===== config.mk =====
export PLATFORM = sky130hd
export DESIGN_NAME = python_sync_decode
export DESIGN_NICKNAME = d
export VERILOG_FILES = /design/src/rtl/python_sync_pkg.sv /design/src/rtl/python_word_align.sv /design/src/rtl/python_sync_decode.sv
export SDC_FILE = /design/constraint.sdc
export NUM_CORES = 1
export LEC_CHECK = 0
export CAP_MARGIN = 25
export CORE_ASPECT_RATIO = 1.25
export CORE_MARGIN = 3
export CORE_UTILIZATION = 47
export DETAILED_ROUTE_END_ITERATION = 16
export PLACE_DENSITY = 0.89
export RECOVER_POWER = 25
export SYNTH_ARGS = -nofsm -noshare
export SYNTH_HDL_FRONTEND = slang
export SYNTH_SLANG_ARGS = --single-unit

===== constraint.sdc =====
create_clock -name clk -period 4.45 [get_ports clk]
set_input_delay 0.445 -clock clk [delete_from_list [all_inputs] [get_ports clk]]
set_output_delay 0.445 -clock clk [all_outputs]
set_load 0.01 [all_outputs]

===== src/rtl/python_sync_pkg.sv =====
// python_sync_pkg
//   Shared definitions for the Python image-sensor sync decoder:
//   - default 10-bit sync code values carried on the sync channel
//   - state encoding of the word-alignment FSM
package python_sync_pkg;

    localparam logic [9:0] SYNC_TR  = 10'h3A6;  // training pattern
    localparam logic [9:0] SYNC_FS  = 10'h2AA;  // frame start
    localparam logic [9:0] SYNC_FE  = 10'h3AA;  // frame end
    localparam logic [9:0] SYNC_LS  = 10'h0AA;  // line start
    localparam logic [9:0] SYNC_LE  = 10'h12A;  // line end
    localparam logic [9:0] SYNC_BL  = 10'h015;  // black pixels
    localparam logic [9:0] SYNC_IMG = 10'h035;  // valid image pixels
    localparam logic [9:0] SYNC_CRC = 10'h059;  // CRC word

    typedef enum logic [1:0] {
        ST_SEARCH = 2'd0,
        ST_SLIP   = 2'd1,
        ST_WAIT   = 2'd2,
        ST_LOCKED = 2'd3
    } align_state_t;

endpackage


===== src/rtl/python_word_align.sv =====
// python_word_align
//   Word-alignment FSM for the sync channel. Counts consecutive training
//   words to declare lock, requests a bitslip on a bad word while searching,
//   waits for the deserializer to settle, and drops lock after a run of
//   illegal sync words.
// Ports:
//   clk      in   rising-edge clock
//   reset    in   synchronous active-high reset
//   word_en  in   a valid word is present this cycle
//   is_tr    in   sync word equals the training code
//   is_legal in   sync word is one of the known sync codes
//   bitslip  out  one-cycle bitslip request (state SLIP)
//   aligned  out  lock achieved (state LOCKED)
//   unlock   out  combinational: this word's update drops lock
module python_word_align
    import python_sync_pkg::*;
#(
    parameter int unsigned LOCK_CNT  = 16,
    parameter int unsigned SLIP_WAIT = 4,
    parameter int unsigned ERR_LIMIT = 8
) (
    input  logic clk,
    input  logic reset,
    input  logic word_en,
    input  logic is_tr,
    input  logic is_legal,
    output logic bitslip,
    output logic aligned,
    output logic unlock
);

    localparam int unsigned MW = $clog2(LOCK_CNT + 1);
    localparam int unsigned WW = $clog2(SLIP_WAIT + 1);
    localparam int unsigned EW = $clog2(ERR_LIMIT + 1);

    align_state_t  state, state_nx;
    logic [MW-1:0] match_cnt, match_nx;
    logic [WW-1:0] wait_cnt, wait_nx;
    logic [EW-1:0] err_cnt, err_nx;

    always_ff @(posedge clk) begin
        if (reset) begin
            state     <= ST_SEARCH;
            match_cnt <= '0;
            wait_cnt  <= '0;
            err_cnt   <= '0;
        end else begin
            state     <= state_nx;
            match_cnt <= match_nx;
            wait_cnt  <= wait_nx;
            err_cnt   <= err_nx;
        end
    end

    always_comb begin
        state_nx = state;
        match_nx = match_cnt;
        wait_nx  = wait_cnt;
        err_nx   = err_cnt;
        unlock   = 1'b0;
        case (state)
            ST_SEARCH: begin
                if (word_en) begin
                    if (is_tr) begin
                        // Counter parks at LOCK_CNT on lock; cleared again on re-entry to SEARCH.
                        if (match_cnt >= MW'(LOCK_CNT - 1)) begin
                            state_nx = ST_LOCKED;
                            match_nx = MW'(LOCK_CNT);
                            err_nx   = '0;
                        end else begin
                            match_nx = match_cnt + 1'b1;
                        end
                    end else begin
                        match_nx = '0;
                        state_nx = ST_SLIP;
                    end
                end
            end
            // SLIP lasts exactly one clock regardless of word_en.
            ST_SLIP: begin
                state_nx = ST_WAIT;
                wait_nx  = '0;
            end
            ST_WAIT: begin
                if (word_en) begin
                    if (wait_cnt >= WW'(SLIP_WAIT - 1)) begin
                        state_nx = ST_SEARCH;
                        match_nx = '0;
                        wait_nx  = '0;
                    end else begin
                        wait_nx = wait_cnt + 1'b1;
                    end
                end
            end
            ST_LOCKED: begin
                if (word_en) begin
                    if (is_legal) begin
                        err_nx = '0;
                    end else if (err_cnt >= EW'(ERR_LIMIT - 1)) begin
                        unlock   = 1'b1;
                        state_nx = ST_SEARCH;
                        match_nx = '0;
                        err_nx   = '0;
                    end else begin
                        err_nx = err_cnt + 1'b1;
                    end
                end
            end
            default: state_nx = ST_SEARCH;
        endcase
    end

    always_comb begin
        bitslip = (state == ST_SLIP);
        aligned = (state == ST_LOCKED);
    end

endmodule


===== src/rtl/python_sync_decode.sv =====
// python_sync_decode
//   Sync-channel decoder for a Python image sensor LVDS interface. Aligns
//   the deserializer using the training pattern, then decodes frame/line
//   sync codes into fval/lval and registers image pixel words.
//   Optional build macro PYTHON_SYNC_ERR_CNT_EN adds ov_err_cnt, a
//   saturating count of illegal sync words seen while locked.
// Ports:
//   clk           in   rising-edge clock
//   reset         in   synchronous active-high reset
//   i_word_en     in   valid deserialized word set this cycle
//   iv_ctrl_word  in   sync channel word
//   iv_data_word  in   data channel words, channel 0 in LSBs
//   o_bitslip     out  one-cycle bitslip request
//   o_aligned     out  word alignment locked
//   o_fval        out  frame valid
//   o_lval        out  line valid
//   o_pix_en      out  ov_pix_data valid (single-cycle pulse)
//   ov_pix_data   out  registered pixel words
//   ov_err_cnt    out  illegal sync word count (PYTHON_SYNC_ERR_CNT_EN only)
module python_sync_decode
    import python_sync_pkg::*;
#(
    parameter int unsigned CHANNEL_NUM = 4,
    parameter int unsigned DATA_WIDTH  = 10,
    parameter int unsigned LOCK_CNT    = 16,
    parameter int unsigned SLIP_WAIT   = 4,
    parameter int unsigned ERR_LIMIT   = 8,
    parameter logic [DATA_WIDTH-1:0] TR  = DATA_WIDTH'(SYNC_TR),
    parameter logic [DATA_WIDTH-1:0] FS  = DATA_WIDTH'(SYNC_FS),
    parameter logic [DATA_WIDTH-1:0] FE  = DATA_WIDTH'(SYNC_FE),
    parameter logic [DATA_WIDTH-1:0] LS  = DATA_WIDTH'(SYNC_LS),
    parameter logic [DATA_WIDTH-1:0] LE  = DATA_WIDTH'(SYNC_LE),
    parameter logic [DATA_WIDTH-1:0] BL  = DATA_WIDTH'(SYNC_BL),
    parameter logic [DATA_WIDTH-1:0] IMG = DATA_WIDTH'(SYNC_IMG),
    parameter logic [DATA_WIDTH-1:0] CRC = DATA_WIDTH'(SYNC_CRC)
) (
    input  logic                              clk,
    input  logic                              reset,
    input  logic                              i_word_en,
    input  logic [DATA_WIDTH-1:0]             iv_ctrl_word,
    input  logic [CHANNEL_NUM*DATA_WIDTH-1:0] iv_data_word,
    output logic                              o_bitslip,
    output logic                              o_aligned,
    output logic                              o_fval,
    output logic                              o_lval,
    output logic                              o_pix_en,
    output logic [CHANNEL_NUM*DATA_WIDTH-1:0] ov_pix_data
`ifdef PYTHON_SYNC_ERR_CNT_EN
    ,
    output logic [15:0]                       ov_err_cnt
`endif
);

    logic is_tr;
    logic is_legal;
    logic unlock;

    always_comb begin
        is_tr    = (iv_ctrl_word == TR);
        is_legal = (iv_ctrl_word inside {TR, FS, FE, LS, LE, BL, IMG, CRC});
    end

    python_word_align #(
        .LOCK_CNT  (LOCK_CNT),
        .SLIP_WAIT (SLIP_WAIT),
        .ERR_LIMIT (ERR_LIMIT)
    ) u_word_align (
        .clk      (clk),
        .reset    (reset),
        .word_en  (i_word_en),
        .is_tr    (is_tr),
        .is_legal (is_legal),
        .bitslip  (o_bitslip),
        .aligned  (o_aligned),
        .unlock   (unlock)
    );

    // Decoding acts only while already LOCKED; the unlock update forces
    // the video flags low on the same edge the FSM leaves LOCKED.
    always_ff @(posedge clk) begin
        if (reset) begin
            o_fval      <= 1'b0;
            o_lval      <= 1'b0;
            o_pix_en    <= 1'b0;
            ov_pix_data <= '0;
        end else begin
            o_pix_en <= 1'b0;
            if (i_word_en && o_aligned) begin
                if (unlock) begin
                    o_fval <= 1'b0;
                    o_lval <= 1'b0;
                end else if (iv_ctrl_word == FS) begin
                    o_fval <= 1'b1;
                    o_lval <= 1'b1;
                end else if (iv_ctrl_word == LS) begin
                    if (o_fval) begin
                        o_lval <= 1'b1;
                    end
                end else if (iv_ctrl_word == LE) begin
                    o_lval <= 1'b0;
                end else if (iv_ctrl_word == FE) begin
                    o_fval <= 1'b0;
                    o_lval <= 1'b0;
                end else if (iv_ctrl_word == IMG) begin
                    if (o_lval) begin
                        o_pix_en    <= 1'b1;
                        ov_pix_data <= iv_data_word;
                    end
                end
            end
        end
    end

`ifdef PYTHON_SYNC_ERR_CNT_EN
    always_ff @(posedge clk) begin
        if (reset) begin
            ov_err_cnt <= '0;
        end else if (i_word_en && o_aligned && !is_legal && (ov_err_cnt != '1)) begin
            ov_err_cnt <= ov_err_cnt + 16'd1;
        end
    end
`endif

endmodule

==> summary.md <==
The run finished with clean final reports. The commonest cells after synthesis are 87 x sky130_fd_sc_hd__nand2_1, 57 x sky130_fd_sc_hd__dfxtp_1, 50 x sky130_fd_sc_hd__a21oi_1. The slew at the pin closest to its max-slew limit works out to 1.054 ns. Once placement finished, the instance area stood at 3495 sq um. The signal arrival time at the worst endpoint is 2.67 ns, and the parity-gate share of the synthesized area counting xor and xnor cells is 0%. The placer's final routability congestion estimate is 0.8469, and the clock latency of the later-clocked register in the worst-skew pair is 0.33 ns.

Counting flops with a built-in enable in the synthesized netlist gives 0. The path class of the tightest hold or removal check is reg -> reg. In this run the post-CTS setup repair buffer count came out at 0. Among all flip-flop cells after synthesis, the most frequent one is sky130_fd_sc_hd__dfxtp_1. The run gives 2 as the maximum root-to-sink buffer count. The die boundary height is 87.75 um. The clock net in this run drives a total of 57 sinks. After detailed routing, the total wire length is 6373 um. The fraction of the mapped netlist area in simple logic gates was 28.54%.

The worst setup timing slack at the placement stage was 1.706 ns. Setup repair after global routing left no endpoint under its margin. Detailed placement ended at an HPWL of 4595 um. From synthesis to final layout, the design area changed by 47.86%.

The CTS buffer count is 9. The endpoint required time on the critical path was 4.68 ns. The most common cell in the synthesized netlist is sky130_fd_sc_hd__nand2_1. The netlist uses 48 different library cells. The post-synthesis async set-or-reset flop share came out at 0%. Entering global routing, the biggest net connects 61 pins.

The number of rows created at floorplan is 29, and the highest clock frequency the design can meet is 0.4100 GHz. In this run the tightest slew margin relative to its limit is 29.73%. Across every metal layer, demand over resource in global routing totals 20.89%. After detailed routing, the number of vias per cell comes to 5.320. Summing the areas of all compound-gate instances in the mapped netlist gives 17.38% of the synthesized area.

The tools report the setup slack of the critical path after layout as 2.011 ns. The sum of buffers and inverters on the critical path was 1. The pre-antenna-repair detailed-routing pass consisted of 4 iterations. The clock period could shrink to 2.439 ns.

The fraction of the mapped netlist area in adder cells came out at 2.490%. For this design the ratio of total power to cell area is 319.2 nW/um^2. The routed length per placed instance is 13.50 um. The number of antenna violations at the first check in global routing is 0, and the netlist area before placement is 2512 sq um. The synthesized design contains 57 register bits. The global-route wire length before repair came out at 10590 um. The layer flagged by global routing as most heavily used is met2. For met1 alone, demand over resource in global routing was 22.27%. After synthesis, the share of cell area in mux cells is 1.843%. After clock tree synthesis, the clock-pin slew on the worst setup and hold paths is 0.07 ns.

TritonCTS built the clock tree. Once detail routing completed, the nets flagged for antenna violations numbered 0. By startpoint and endpoint, the worst setup path is classified as in -> reg. The run gives 0 as the final count of pins violating max slew. Final period utilization: 54.81%. The port buffer count was 97.

CTS root buffer: sky130_fd_sc_hd__clkbuf_8. The tools report the number of antenna cells inserted as 0. At the end of the flow, the number of nets in the layout was 463.

In the routed design, unresolved DRC markers number 0. The share of the synthesized area in the top cell type was 45.42%. Main combinational cell family by area after synthesis: simple AND/OR/NAND/NOR gates.

Across all layers, the routed design uses 2511 vias. Adding up every negative setup slack in the final design gives 0 ns. Cell type group with the largest total delay on the critical path: simple AND/OR/NAND/NOR gates.

On the critical path, the stage with the largest delay is an instance of sky130_fd_sc_hd__nor3b_1. The count of cells in the finished layout, fillers not included, comes to 472. The count of max-cap constraint violations was 0. The peak per-stage delay on the critical path is 0.59 ns. Global routing finished with a remaining overflow of 0. In this design, the critical path's most frequently occurring cell is sky130_fd_sc_hd__nor3b_1.

In the global route stage, met2 resource usage came out at 38.04%. After detailed placement, the design holds a cell count of 456. The analysis attributes to cell leakage a power of 1.353 nW. Cells with a size suffix above 1 make up 6.829% of the layout. The die is 71.40 um wide. Of all nets on the critical path, the largest fanout is 6. Summing all non-filler instances in the final layout gives an area of 3715 sq um. Averaged over all synthesized cells, the footprint is 8.053 sq um.

The total area inside the core boundary comes to 5116 sq um. For the initial standard-cell utilization of the core, the log shows 49.11%. The final-report setup violation count came out at 0. The sequential-to-total area share from yosys stat came out at 45.42%. The tools report the count of boundary I/O pins as 98. The number of resized instances in the post-cts repair step was 0. STA classifies the critical path startpoint as an input port.

After clock tree synthesis, the flow added hold-fix buffers numbering 0. Cell type contributing the most total cell area after synthesis: sky130_fd_sc_hd__dfxtp_1. The logs give 0 for the number of failing hold endpoints at the final stage and 0.008200 ns for the clock tree skew after final layout.

Nature of the critical path endpoint: a flip-flop. The number of nets handed over by synthesis was 370. The die covers 6265 sq um. The tools report the H-tree level count as 3. The signal on the critical path passes through clkdlybuf4s50_1 -> nor3b_1 -> nand4_1 -> nor3b_1 -> nand2b_1 -> a311oi_1. The number of cells produced by synthesis was 312; the via count of the first global-routing pass was 2477. Sorting the synthesized cells by area gives the leading types as sky130_fd_sc_hd__dfxtp_1 45%, sky130_fd_sc_hd__nand2_1 13%, sky130_fd_sc_hd__a21oi_1 10%. The first routing iteration left 164 violations.

The worst-case IR drop observed on VDD is 232.9 uV. For this run, the number of Yosys warnings is 0. The met3 track demand over resource was 5.052%.
## state kept, by name, summed over array words and instances (netlist names)
signal,flops
ov_pix_data,40
u_word_align.match_cnt,5
u_word_align.err_cnt,4
u_word_align.wait_cnt,3
u_word_align.state,2
o_fval,1
o_lval,1
o_pix_en,1
## routing by layer
metal,part of all wire (%),wire [um]
met1,39,2471
met2,53,3407
met3,5.5,352
met4,2.2,141
met5,0,0
## worst reg2reg max path: stages (launching register included)
cell	delay (ns)
sky130_fd_sc_hd__dfxtp_1	0.35
sky130_fd_sc_hd__ha_1	0.24
sky130_fd_sc_hd__and3_1	0.19
sky130_fd_sc_hd__ha_1	0.17
sky130_fd_sc_hd__nor2_1	0.11
sky130_fd_sc_hd__and2_1	0.20
sky130_fd_sc_hd__nor3b_1	0.51
sky130_fd_sc_hd__nand2b_1	0.14
sky130_fd_sc_hd__a311oi_1	0.28
## final cells by class
class | instances | area [sq um]
clock buffer | 11 | 141.4
tap | 62 | 77.57
fill | 416 | 1401
timing repair buffer | 99 | 980.9
clock inverter | 5 | 78.83
multi-input combinational | 231 | 1269
sequential | 57 | 1141
inverter | 7 | 26.28
## final timing paths
path,start,to,slack (ns),depth (start not counted)
setup / recovery,iv_ctrl_word[1],u_word_align.match_cnt[2],2.01,6
hold / removal,ov_pix_data[31],ov_pix_data[31],0.45,2
setup reg to reg,u_word_align.match_cnt[0],u_word_align.match_cnt[2],2.16,8
hold reg to reg,ov_pix_data[31],ov_pix_data[31],0.45,2
## cells by family after synthesis
logic type / count (synthesis)
compound gates: 72
flops: 57
fa+ha+maj: 5
mux: 4
simple gates: 150
buf+inv: 24
## through the flow
| stage | utilization (%) | hold WS [ns] | power [mW] |
|---|---|---|---|
| CTS | 72.61 | 0.4521 | 1.195 |
| detailed placement | 68.31 | 0.4432 | 0.6675 |
| global placement | 68.31 | 0.4374 | 0.6644 |
| global route | 72.61 | 0.4646 | 1.233 |
| floorplan | - | 0.4501 | 0.6073 |
| finish | 72.61 | 0.4465 | 1.186 |
## layout by cell type, fill, tap and decap left out, types with 3 or more instances in the layout
cell type                         synthesis  routed
sky130_fd_sc_hd__nand2_1                 87      87
sky130_fd_sc_hd__clkdlybuf4s50_1          0      74
sky130_fd_sc_hd__dfxtp_1                 57      57
sky130_fd_sc_hd__a21oi_1                 50      50
sky130_fd_sc_hd__dlygate4sd3_1            0      22
sky130_fd_sc_hd__nor2_1                  15      15
sky130_fd_sc_hd__clkbuf_8                 0      10
sky130_fd_sc_hd__inv_1                    7       7
sky130_fd_sc_hd__nand3_1                  7       7
sky130_fd_sc_hd__nand2b_1                 6       6
sky130_fd_sc_hd__ha_1                     5       5
sky130_fd_sc_hd__nor2b_1                  4       4
sky130_fd_sc_hd__nor3b_1                  4       4
sky130_fd_sc_hd__nor4_1                   5       4
sky130_fd_sc_hd__o21ai_0                  4       4
sky130_fd_sc_hd__nand3b_1                 3       3
sky130_fd_sc_hd__nor3_1                   3       3
## power by group
part           leakage [nW]  internal (mW)  switching [mW]
logic                 0.780         0.0718          0.0550
clock network         0.113          0.330           0.199
registers             0.459          0.517          0.0137
(Power assumes the default switching activity.)
